`config.mk`:
```
export PLATFORM = sky130hd
export DESIGN_NAME = wave_frame_reader
export DESIGN_NICKNAME = d
export VERILOG_FILES = /design/src/rtl/wave_frame_reader.sv
export SDC_FILE = /design/constraint.sdc
export NUM_CORES = 1
export LEC_CHECK = 0
export CAP_MARGIN = 20
export CORE_ASPECT_RATIO = 0.5
export CORE_MARGIN = 2
export CORE_UTILIZATION = 62
export DETAILED_ROUTE_END_ITERATION = 10
export HOLD_SLACK_MARGIN = 0.12
export PLACE_DENSITY_LB_ADDON = 0.1
export SYNTH_ARGS = -nofsm -noshare
export SYNTH_HDL_FRONTEND = slang
export SYNTH_SLANG_ARGS = --single-unit
```
`constraint.sdc`:
```
create_clock -name Clock -period 3.6 [get_ports Clock]
set_input_delay 0.72 -clock Clock [delete_from_list [all_inputs] [get_ports Clock]]
set_output_delay 0.72 -clock Clock [all_outputs]
set_load 0.01 [all_outputs]
```
`src/rtl/wave_frame_reader.sv`:
```
// wave_frame_reader
// Reads one frame of N = 2^(bw_dpram-1) samples from one half of a dual-port
// wave cache, starting at the oldest sample and wrapping within the half.
// Each sample is multiplied by a window coefficient and passed to the FFT stage
// through a 4-entry output FIFO with valid/ready handshaking.
//
// Ports
//   Clock     : single clock, all state on the rising edge
//   Reset     : asynchronous, active-low reset
//   Start     : one-cycle frame request (accepted when idle, or on the final
//               transfer of the current frame)
//   Channel   : cache half to read, latched on accepted Start
//   BaseAddr  : offset of the oldest sample in the half, latched on accepted Start
//   RamAddr   : cache read address {channel, offset}
//   RamData   : cache read data, valid one cycle after RamAddr
//   CoefAddr  : window ROM address (sample index)
//   CoefData  : window coefficient (unsigned Q0.bw_coef), valid one cycle after CoefAddr
//   OutData   : windowed sample (FIFO head)
//   OutValid  : OutData/OutLast valid
//   OutReady  : downstream accept
//   OutLast   : marks the last sample (index N-1) of the frame
//   Busy      : frame in progress
module wave_frame_reader #(
    parameter int bw_dpram = 12,
    parameter int bw_data  = 16,
    parameter int bw_coef  = 16
) (
    input  logic                  Clock,
    input  logic                  Reset,
    input  logic                  Start,
    input  logic                  Channel,
    input  logic [bw_dpram-2:0]   BaseAddr,
    output logic [bw_dpram-1:0]   RamAddr,
    input  logic [bw_data-1:0]    RamData,
    output logic [bw_dpram-2:0]   CoefAddr,
    input  logic [bw_coef-1:0]    CoefData,
    output logic [bw_data-1:0]    OutData,
    output logic                  OutValid,
    input  logic                  OutReady,
    output logic                  OutLast,
    output logic                  Busy
);

    localparam int aw = bw_dpram - 1;
    localparam int pw = bw_data + bw_coef + 1;
    localparam logic [aw-1:0] last_idx = {aw{1'b1}};

    typedef enum logic [1:0] {
        ST_IDLE  = 2'd0,
        ST_RUN   = 2'd1,
        ST_DRAIN = 2'd2
    } state_t;

    state_t              state_r;
    logic                ch_r;
    logic [aw-1:0]       base_r;
    logic [aw-1:0]       idx_r;          // next sample index to issue
    logic [bw_dpram-1:0] ram_addr_r;
    logic [aw-1:0]       coef_addr_r;
    logic                issue_r;        // RamAddr/CoefAddr carry a live read this cycle
    logic                issue_last_r;
    logic                rd_valid_r;     // RamData/CoefData carry a live read this cycle
    logic                rd_last_r;
    logic [2:0]          credit_r;       // reads in flight plus FIFO occupancy

    logic [bw_data-1:0]  fifo_data_r [0:3];
    logic [3:0]          fifo_last_r;
    logic [1:0]          wr_ptr_r;
    logic [1:0]          rd_ptr_r;
    logic [2:0]          count_r;

    logic                out_valid_s;
    logic                head_last_s;
    logic                pop_s;
    logic                start_acc_s;
    logic                load_s;
    logic [2:0]          credit_nxt_s;
    logic signed [pw-1:0] data_ext_s;
    logic signed [pw-1:0] coef_ext_s;
    logic signed [pw-1:0] prod_s;
    logic [bw_data-1:0]  wr_data_s;

    // Handshake, issue decision, credit update and window multiply
    always_comb begin
        out_valid_s  = 1'b0;
        head_last_s  = 1'b0;
        pop_s        = 1'b0;
        start_acc_s  = 1'b0;
        load_s       = 1'b0;
        credit_nxt_s = credit_r;
        data_ext_s   = '0;
        coef_ext_s   = '0;
        prod_s       = '0;
        wr_data_s    = '0;

        out_valid_s = (count_r != 3'd0);
        head_last_s = fifo_last_r[rd_ptr_r];
        pop_s       = out_valid_s && OutReady;

        // A Start coinciding with the final transfer is taken as the next frame.
        if (state_r == ST_IDLE) begin
            start_acc_s = Start;
        end else if (state_r == ST_DRAIN) begin
            start_acc_s = Start && pop_s && head_last_s;
        end else begin
            start_acc_s = 1'b0;
        end

        // With 4 credits out, a transfer this cycle frees the slot for a new read.
        if (state_r == ST_RUN) begin
            load_s = (credit_r < 3'd4) || pop_s;
        end else begin
            load_s = 1'b0;
        end

        credit_nxt_s = credit_r + {2'b00, (start_acc_s | load_s)} - {2'b00, pop_s};

        // Signed sample times zero-extended coefficient; the arithmetic shift
        // floors toward -inf and the cast keeps the low bw_data bits.
        data_ext_s = {{(bw_coef + 1){RamData[bw_data-1]}}, RamData};
        coef_ext_s = {{(bw_data + 1){1'b0}}, CoefData};
        prod_s     = data_ext_s * coef_ext_s;
        wr_data_s  = bw_data'(prod_s >>> bw_coef);
    end

    // Frame sequencer: state, latched request and registered read addresses
    always_ff @(posedge Clock or negedge Reset) begin
        if (!Reset) begin
            state_r      <= ST_IDLE;
            ch_r         <= 1'b0;
            base_r       <= '0;
            idx_r        <= '0;
            ram_addr_r   <= '0;
            coef_addr_r  <= '0;
            issue_r      <= 1'b0;
            issue_last_r <= 1'b0;
            credit_r     <= 3'd0;
        end else begin
            credit_r <= credit_nxt_s;
            if (start_acc_s) begin
                // Index 0 is issued directly from the request inputs.
                ch_r         <= Channel;
                base_r       <= BaseAddr;
                ram_addr_r   <= {Channel, BaseAddr};
                coef_addr_r  <= '0;
                idx_r        <= aw'(1'b1);
                issue_r      <= 1'b1;
                issue_last_r <= 1'b0;
                state_r      <= ST_RUN;
            end else begin
                case (state_r)
                    ST_IDLE: begin
                        issue_r      <= 1'b0;
                        issue_last_r <= 1'b0;
                    end
                    ST_RUN: begin
                        if (load_s) begin
                            // Offset wraps inside the half; channel bit is untouched.
                            ram_addr_r   <= {ch_r, base_r + idx_r};
                            coef_addr_r  <= idx_r;
                            idx_r        <= idx_r + aw'(1'b1);
                            issue_r      <= 1'b1;
                            issue_last_r <= (idx_r == last_idx);
                            if (idx_r == last_idx) begin
                                state_r <= ST_DRAIN;
                            end
                        end else begin
                            issue_r      <= 1'b0;
                            issue_last_r <= 1'b0;
                        end
                    end
                    ST_DRAIN: begin
                        issue_r      <= 1'b0;
                        issue_last_r <= 1'b0;
                        if (pop_s && head_last_s) begin
                            state_r <= ST_IDLE;
                        end
                    end
                    default: begin
                        state_r      <= ST_IDLE;
                        issue_r      <= 1'b0;
                        issue_last_r <= 1'b0;
                    end
                endcase
            end
        end
    end

    // Read-data pipeline and 4-entry output FIFO
    always_ff @(posedge Clock or negedge Reset) begin
        if (!Reset) begin
            rd_valid_r  <= 1'b0;
            rd_last_r   <= 1'b0;
            fifo_last_r <= 4'd0;
            wr_ptr_r    <= 2'd0;
            rd_ptr_r    <= 2'd0;
            count_r     <= 3'd0;
            for (int i = 0; i < 4; i++) begin
                fifo_data_r[i] <= '0;
            end
        end else begin
            rd_valid_r <= issue_r;
            rd_last_r  <= issue_last_r;
            // Credits guarantee a free slot whenever read data arrives.
            if (rd_valid_r) begin
                fifo_data_r[wr_ptr_r] <= wr_data_s;
                fifo_last_r[wr_ptr_r] <= rd_last_r;
                wr_ptr_r              <= wr_ptr_r + 2'd1;
            end
            if (pop_s) begin
                rd_ptr_r <= rd_ptr_r + 2'd1;
            end
            count_r <= count_r + {2'b00, rd_valid_r} - {2'b00, pop_s};
        end
    end

    assign RamAddr  = ram_addr_r;
    assign CoefAddr = coef_addr_r;
    assign OutData  = fifo_data_r[rd_ptr_r];
    assign OutValid = out_valid_s;
    assign OutLast  = out_valid_s && head_last_s;
    assign Busy     = (state_r != ST_IDLE);

endmodule

```
After elaboration in Yosys (flattened, before gate mapping)

Index checks and enable logic that the tools add are counted.

Add/subtract/negate cells: 8
Multipliers: 1
Div/mod/pow operators: 0
$lt $le $gt $ge: 7
Equality and inequality tests: 7
Shifts and indexed selects: 0
Mux-type cells: 34
Bitwise gates (word level): 3
Reductions and logical operators: 15

Operators with widths:

| operator                                                                     | number |
|---|---|
| 11-bit two-way mux                                                           | 6 |
| 64-bit bitwise mux                                                           | 1 |
| 16-bit two-way mux                                                           | 3 |
| 12-bit two-way mux                                                           | 3 |
| 16-bit binary-select mux with 2-bit select                                   | 1 |
| 16-bit demux with 2-bit select                                               | 1 |
| 16-bit by 17-bit multiplier with 32-bit output                               | 1 |
| 11-bit by 1-bit adder with 11-bit output, second input constant              | 1 |
| 11-bit adder                                                                 | 1 |
| 11-bit equality test, second input constant                                  | 1 |
| 1-bit two-way mux                                                            | 11 |
| 2-bit two-way mux                                                            | 4 |
| 1-bit logical AND                                                            | 7 |
| 3-bit by 1-bit adder with 3-bit output                                       | 2 |
| 3-bit >= comparator, second input constant                                   | 2 |
| 2-bit by 3-bit less-than comparator with 1-bit output, second input constant | 2 |
| 3-bit by 2-bit inequality test with 1-bit output, second input constant      | 2 |
| 2-bit inverter with 3-bit output                                             | 2 |
| 2-bit one-hot mux with 3 select lines                                        | 1 |
| 2-bit nonzero test                                                           | 3 |
| 3-bit by 1-bit subtractor with 3-bit output                                  | 2 |
| 2-bit by 1-bit adder with 2-bit output, second input constant                | 2 |
| 4-bit bitwise mux                                                            | 1 |
| 4-bit AND reduction                                                          | 1 |
| 14 further kinds                                                             | 14 |

Flip-flop bits (word level): 130
Bits in latches: 0
Bits in writable memories: 0
Bits in read-only memories: 0
Output and inout port bits: 42
Memories: 0

Longest topological paths before layout

Gate-level depths: netlist of run 1.

Depth in word-level cells: 9
Mapped depth: 22
Mapped depth without buffers: 20

Worst setup path after synthesis of run 1

No wires, ideal clock.

Kind: input to register
Start: input port RamData[1]
End: register fifo_data_r[11] (netlist bit)
Arrival: 5.818 ns
Path slack: -2.342 ns
Stages: 19
Cells stage by stage: clkbuf_1 nand2_1 fa_1 fa_1 inv_1 fa_1 fa_1 fa_1 inv_1 fa_1 inv_1 ha_1 a21oi_1 o21ai_1 a21o_1 or3_1 mux2i_1 a211oi_2 mux2_2

Word-level cells in the longest chain between the ends: 2

RTL lines:

| what                                           | RTL line | text |
|---|---|---|
| start, declared                                | 34       | `input logic [bw_data-1:0] RamData,` |
| 16-bit by 17-bit multiplier with 32-bit output | 122      | `prod_s = data_ext_s * coef_ext_s;` |
| 64-bit bitwise mux                             | 206      | `fifo_data_r[wr_ptr_r] <= wr_data_s;` |
| end signal, assigned by index                  | 206      |  |
| end, declared                                  | 66       | `logic [bw_data-1:0] fifo_data_r [0:3];` |

No other way between the ends.
A chain may end at the register's enable or synchronous reset.

Worst setup path in the final report of run 1

Start: input port RamData[5]
End: register fifo_data_r[47] (netlist bit)

Same word-level chain as after synthesis.

==> metrics.md, run 1 <==
| Metric | Value |
|---|---|
| Status | `complete, but fails checks` |
| Violated checks | `setup timing` |
| Number of enable-type register cells in the synthesized netlist | `0` |
| Final setup violating endpoints | `64` |
| Worst setup SP type | `primary input` |
| Number of standard cells after synthesis | `1530` |
| Inserted Diodes | `0` |
| Num ports | `90` |
| Pins Over Slew Limit | `0` |
| CTS H-tree depth | `4` |
| WP data arrival | `6110 ps` |
| Syn nets | `1907` |
| Number of nets at the end of the flow | `2149` |
| Post-route setup slack | `-2270 ps` |
| Period utilization | `1.63` |
| Die Height | `112 um` |
| Netlist area before placement | `14600 sq um` |
| Total routing resource utilization after global routing | `0.336` |
| Proportion of synthesized chip area in sequential cells | `0.223` |
| Flip-flop and latch count after synthesis | `130` |
| Unrepaired setup endpoints after global routing | `yes` |
| Reported max-cap violation count | `0` |
| Maximum number of pins on one net before global-route repair | `40` |
| Cell repeated most along the worst path | `fa_1` |
| Vias in the first global route | `12.9k` |
| Share of layout cells above drive strength 1 | `0.268` |
| Async set-or-reset flop fraction in the synthesized netlist | `1.00` |
| Placeable Area | `22900 sq um` |
| Total Die Area | `24800 sq um` |
| CTS max path bufs | `2` |
| Detailed Route Iter0 Violations | `781` |
| CTS sink count | `130` |
| Maximum frequency from static timing analysis | `170 MHz` |
| Predominant post-synthesis flop cell | `dfrtp_1` |
| Final number of hold-violating endpoints | `0` |
| Worst path cell trace | `buf_8 -> buf_6 -> buf_6 -> and2_4 -> fa_1 -> inv_1 -> fa_1 -> inv_2 -> fa_1 -> fa_1 -> fa_1 -> inv_2 -> fa_1 -> inv_2 -> ha_4 -> nand2_4 -> nor4_4 -> a22oi_2 -> a211oi_2 -> o21ai_1 -> mux2i_2 -> o21ai_1` |
| Reg-to-reg critical path endpoint | `credit_r[2]` |
| Post-route DRC violation count | `0` |
| Startpoint of the most critical register-to-register path | `count_r[1]` |
| Slew of the pin with the lowest slew margin | `1100 ps` |
| Starting Density | `0.635` |
| TritonCTS buffer count | `17` |
| Number of distinct library cells after synthesis | `52` |
| Final global-route overflow total | `0` |
| DR WL/cell | `18.9 um` |
| Worst path slowest cell | `fa_1` |
| Via density per instance | `5.64` |
| Number of port buffers | `89` |
| ANT nets after route | `0` |
| Clock Root Buffer | `clkbuf_16` |
| Number of detailed-routing iterations run before antenna repair | `6` |
| TritonCTS clock tree | `done` |
| Area growth syn-to-layout | `29.1%` |
| Syn_area_per_cell | `9.51 sq um` |
| Skew final | `6.31 ps` |
| Clock Latency Late Sink | `410 ps` |
| HPWL after detailed placement | `29100 um` |
| Placer congestion estimate | `0.920` |
| Wire length of the first global-routing pass | `64800 um` |
| Type of the worst min-delay path | `in2async` |
| Finished Core Util | `0.819` |
| Relative slew slack | `0.263` |
| Number of core rows | `39` |
| Number of warnings reported in the yosys synthesis log | `0` |
| Detailed-route wire length | `39500 um` |
| Width of the chip | `221 um` |
| Post-CTS clock slew at the launch and capture registers of the worst setup and hold paths | `60 ps` |
| Kind of critical path | `in2reg` |
| Antenna violations before repair | `0` |
| Flop-to-flop setup slack | `730 ps` |
| Category of the worst setup path capture point | `flip-flop` |
| CP peak stage delay | `530 ps` |
| Worst EP required | `3840 ps` |
| Cts-stage hold buffer count | `0` |
| Vias after detailed routing | `11.8k` |
| Maximum net fanout on the critical path | `5` |
| R2r worst-path depth | `14` |
| Final worst path period need | `5870 ps` |
==> worst max path at each step <==
stage	slack, ps	cells after the start	startpoint	to
floorplan	-2130	20	RamData[15]	fifo_data_r[11]
global placement	-3100	20	CoefData[5]	fifo_data_r[9]
detailed placement	-3140	20	CoefData[5]	fifo_data_r[9]
CTS	-2220	20	RamData[5]	fifo_data_r[47]
global route	-2430	20	CoefData[13]	fifo_data_r[47]
finish	-2270	22	RamData[5]	fifo_data_r[47]
==> critical path: cells and delay by family <==
kind,cells,cell delay (ps)
and+or+nand+nor,3,490
AOI/OAI and AO/OA,4,740
buffers and inverters,7,550
adders and majority gates,7,3320
muxes,1,280
==> sequential cells by signal (all words and copies together), names as in the netlist <==
register and cells:
fifo_data_r 64, RamAddr 12, CoefAddr 11, base_r 11
idx_r 11, fifo_last_r 4, count_r 3, credit_r 3
rd_ptr_r 2, state_r 2, wr_ptr_r 2, ch_r 1
issue_last_r 1, issue_r 1, rd_last_r 1, rd_valid_r 1
==> cell usage after synthesis (5+ instances only) <==
cell | number | area (sq um)
nand2_1 | 254 | 953
inv_1 | 239 | 897
fa_1 | 196 | 3920
ha_1 | 133 | 1660
dfrtp_1 | 130 | 3250
and2_1 | 115 | 719
o21ai_0 | 72 | 360
nor2_1 | 59 | 221
clkbuf_1 | 45 | 169
a21oi_1 | 43 | 215
mux2_2 | 36 | 405
xnor2_1 | 21 | 184
xor2_1 | 18 | 158
nand3_1 | 17 | 85.1
mux4_2 | 13 | 293
buf_2 | 12 | 60.1
nand2b_1 | 12 | 75.1
nand4_1 | 12 | 75.1
a21o_1 | 10 | 75.1
mux2i_1 | 8 | 80.1
nor3_1 | 8 | 40.0
o211ai_1 | 8 | 60.1
a22oi_1 | 5 | 37.5
and4_1 | 5 | 43.8
o21ai_1 | 5 | 25.0
or3_1 | 5 | 31.3
==> cells by family (layout without fill, tap and decap cells) <==
logic type | count (synthesis) | in the layout | share of synthesized area
buffers and inverters | 302 | 557 | 0.0799
adders and majority gates | 329 | 329 | 0.384
DFF | 130 | 130 | 0.223
AOI/OAI and AO/OA | 169 | 169 | 0.0682
muxes | 61 | 61 | 0.0607
xor gates and xnor gates | 39 | 39 | 0.0235
and+or+nand+nor | 500 | 500 | 0.160
==> routing by layer <==
layer  up-vias  share of wire  track usage
met5         -              0            0
li1       5334              -            -
met4         0          0.031       0.0978
met3       109          0.071       0.0734
met2       457           0.48        0.556
met1      5901           0.42        0.449
==> through the flow <==
stage               hold slack [ps]  std cells  TNS [ps]  instance area, sq um  setup slack [ps]
global route                    262       2092   -144260                 18800             -2430
global placement                333       2017   -188130                 17100             -3100
floorplan                       331       1530   -120610                 15100             -2130
finish                          245       2092   -135480                 18800             -2270
detailed placement              336       2017   -193830                 17100             -3140
CTS                             257       2085   -133430                 18400             -2220
==> timing repair <==
item                                   in CTS  in global routing
setup endpoints to repair                  64                 64
resized for setup                         254                 72
setup buffers                              35                 11
endpoints found under the hold margin       0                  0
pin swaps                                  67                 48
cloned                                      6                  0
==> area by class of cell <==
class	instances	area [sq um]
multi-input combinational	1098	11000
fill	1413	4150
sequential	130	3250
timing repair buffer	285	2580
inverter	240	908
clock buffer	18	439
tap	307	384
clock inverter	14	258
==> cell usage in the layout, fill, tap and decap left out, drive strengths merged, types with 3 or more instances in the layout <==
master	count
o21ai	77
mux2i	8
buf	219
xor2	18
and2	115
nand4	12
a21oi	45
nor2b	3
clkinv	4
nand2b	12
and3	3
o211ai	8
o21a	3
and4	5
fa	196
inv	241
bufinv	7
xnor2	21
clkbuf	20
o31ai	3
nand3	17
clkdlybuf4s15	4
nor3	8
dfrtp	130
a21boi	5
clkdlybuf4s50	57
mux4	17
a21o	10
nand2	254
mux2	36
ha	133
a211oi	4
nor2	59
or3	5
a31oi	3
a22oi	5
Power of run 1 is not shown: default switching activity piles up to over one toggle a cycle in this logic, so the estimate is an artifact.
==> inputs of run 2 (changes only) <==
- CORE_MARGIN: 2 -> 1.5
- CORE_UTILIZATION: 62 -> 42
==> run 2 against run 1 <==
Effect of this change:
- the run still ends with setup timing left
- worst hold slack better by 100 ps
- critical path depth stayed put
- sequential cell count stayed put
- core utilization is 24 points lower
- critical endpoint is now fifo_data_r[15]
- via count is 2.5% lower
- critical path type unchanged
- clock skew is 3.7 ps higher
- sequential share of layout area is 0.57 points lower
- maximum frequency is 0.97% higher
==> metrics.md, run 2 (synthesis results as in run 1) <==
| Metric | Value |
|---|---|
| Status | `complete, but fails checks (unchanged)` |
| Violated checks | `setup timing (unchanged)` |
| DR WL/cell | `17.2 um (was 18.9 um)` |
| CTS max path bufs | `2 (unchanged)` |
| Die Height | `135 um (was 112 um)` |
| Antenna violations before repair | `0 (unchanged)` |
| Most flop-heavy register | `fifo_data_r (unchanged)` |
| Share of layout cells above drive strength 1 | `0.287 (was 0.268)` |
| Placeable Area | `33600 sq um (was 22900 sq um)` |
| Number of nets at the end of the flow | `2185 (was 2149)` |
| Post-CTS clock slew at the launch and capture registers of the worst setup and hold paths | `50 ps (was 60 ps)` |
| CTS H-tree depth | `4 (unchanged)` |
| Category of the worst setup path capture point | `flip-flop (unchanged)` |
| Final setup violating endpoints | `64 (unchanged)` |
| Total routing resource utilization after global routing | `0.231 (was 0.336)` |
| TritonCTS buffer count | `17 (unchanged)` |
| Worst EP required | `3880 ps (was 3840 ps)` |
| Inserted Diodes | `0 (unchanged)` |
| Reported max-cap violation count | `0 (unchanged)` |
| Finished Core Util | `0.579 (was 0.819)` |
| Skew final | `10.0 ps (was 6.31 ps)` |
| Final number of hold-violating endpoints | `0 (unchanged)` |
| Commonest non-fill, non-tap cells in the layout | `nand2_1 (238), inv_1 (211), buf_4 (191) (was nand2_1 (235), inv_1 (220), fa_1 (177))` |
| Type of the worst min-delay path | `reg2reg (was in2async)` |
| Starting Density | `0.434 (was 0.635)` |
| Final worst path period need | `5820 ps (was 5870 ps)` |
| Number of port buffers | `89 (unchanged)` |
| Number of placed instances, taps included | `2186 (was 2017)` |
| Number of core rows | `47 (was 39)` |
| Filler cell count in the final layout | `2918 (was 1413)` |
| Vias in the first global route | `12.5k (was 12.9k)` |
| Most common cell after layout, fill and taps aside | `nand2_1 (unchanged)` |
| Maximum number of pins on one net before global-route repair | `70 (was 40)` |
| Worst setup SP type | `primary input (unchanged)` |
| Slew of the pin with the lowest slew margin | `816 ps (was 1100 ps)` |
| HPWL after detailed placement | `30100 um (was 29100 um)` |
| Post-route setup slack | `-2220 ps (was -2270 ps)` |
| Pins Over Slew Limit | `0 (unchanged)` |
| Number of detailed-routing iterations run before antenna repair | `5 (was 6)` |
| Final global-route overflow total | `0 (unchanged)` |
| Width of the chip | `266 um (was 221 um)` |
| Maximum net fanout on the critical path | `5 (unchanged)` |
| Clock Latency Late Sink | `420 ps (was 410 ps)` |
| Total Die Area | `35900 sq um (was 24800 sq um)` |
| Post-route DRC violation count | `0 (unchanged)` |
| Via density per instance | `5.04 (was 5.64)` |
| TritonCTS clock tree | `done (unchanged)` |
| CTS sink count | `130 (unchanged)` |
| Detailed-route wire length | `39300 um (was 39500 um)` |
| Clock Root Buffer | `clkbuf_16 (unchanged)` |
| Detailed Route Iter0 Violations | `521 (was 781)` |
| Kind of critical path | `in2reg (unchanged)` |
| Flip-flop count of the largest register after layout | `64 (unchanged)` |
| Cts-stage hold buffer count | `0 (unchanged)` |
| ANT nets after route | `0 (unchanged)` |
| Unrepaired setup endpoints after global routing | `yes (unchanged)` |
| Placer congestion estimate | `0.892 (was 0.920)` |
| Wire length of the first global-routing pass | `65000 um (was 64800 um)` |
| Vias after detailed routing | `11.5k (was 11.8k)` |
| Num ports | `90 (unchanged)` |
| Final instance count without filler cells | `2285 (was 2092)` |
| WP data arrival | `6090 ps (was 6110 ps)` |
| Maximum frequency from static timing analysis | `172 MHz (was 170 MHz)` |
| Period utilization | `1.62 (was 1.63)` |
| Area growth syn-to-layout | `33.5% (was 29.1%)` |
| Relative slew slack | `0.456 (was 0.263)` |
run 2: cell types whose count changed in the layout (fill, tap and decap cells not counted), moves of 7 or more:
cell,before,now
and2_4,17,24
buf_4,154,191
and2_1,98,91
buf_12,6,20
inv_1,220,211
buf_6,40,24
inv_2,19,28
run 2: cell type report:
type	instances	area (sq um)	share of cell area
clock buffer	19	453	0.0233
clock inverter	12	156	0.00805
inverter	240	908	0.0467
multi-input combinational	1098	11000	0.568
sequential	130	3250	0.167
tap	465	582	0.0299
timing repair buffer	321	3030	0.156
run 2: metal layers:
metal | global-route usage | wire, um
met1 | 0.314 | 17700
met2 | 0.395 | 19400
met3 | 0.0292 | 1580
met4 | 0.0537 | 699
met5 | 0 | 0
run 2: path summary, 6_finish.rpt:
kind | startpoint | to | slack [ps] | depth (start not counted)
max in group asynchronous | Reset | fifo_data_r[14] | 2360 | 2
hold reg to reg | issue_r | rd_valid_r | 350 | 0
min in group asynchronous | Reset | RamAddr[0] | 390 | 1
setup / recovery | RamData[4] | fifo_data_r[15] | -2220 | 22
setup reg to reg | rd_ptr_r[0] | credit_r[2] | 670 | 12
hold / removal | issue_r | rd_valid_r | 350 | 0
run 2: critical path, cell delays in order:
cell,delay [ps]
buf_6,90
buf_6,120
and2_4,150
fa_1,550
inv_2,40
fa_1,540
inv_2,40
fa_1,540
fa_1,440
fa_1,490
inv_1,50
fa_1,530
inv_2,60
ha_4,310
nand2_4,80
nor3_4,200
nand4_1,200
a211oi_2,390
o21ai_1,130
mux2i_1,170
buf_4,170
o21ai_2,60
run 2: per-stage QoR:
| step | setup TNS (ps) | instance area (sq um) | worst slack (ps) | hold WS (ps) |
|---|---|---|---|---|
| floorplan | -120610 | 15100 | -2130 | 331 |
| global placement | -200120 | 17500 | -3330 | 332 |
| detailed placement | -200300 | 17500 | -3260 | 337 |
| CTS | -136740 | 19000 | -2280 | 352 |
| global route | -143420 | 19400 | -2360 | 354 |
| finish | -134720 | 19400 | -2220 | 350 |
run 2: what timing repair did:
item	CTS	global route
gates cloned	4	0
endpoints found under the setup margin	64	64
pin swaps	89	54
gates resized for setup	248	71
setup buffers	54	10
Power of run 2 is left out for the same reason.
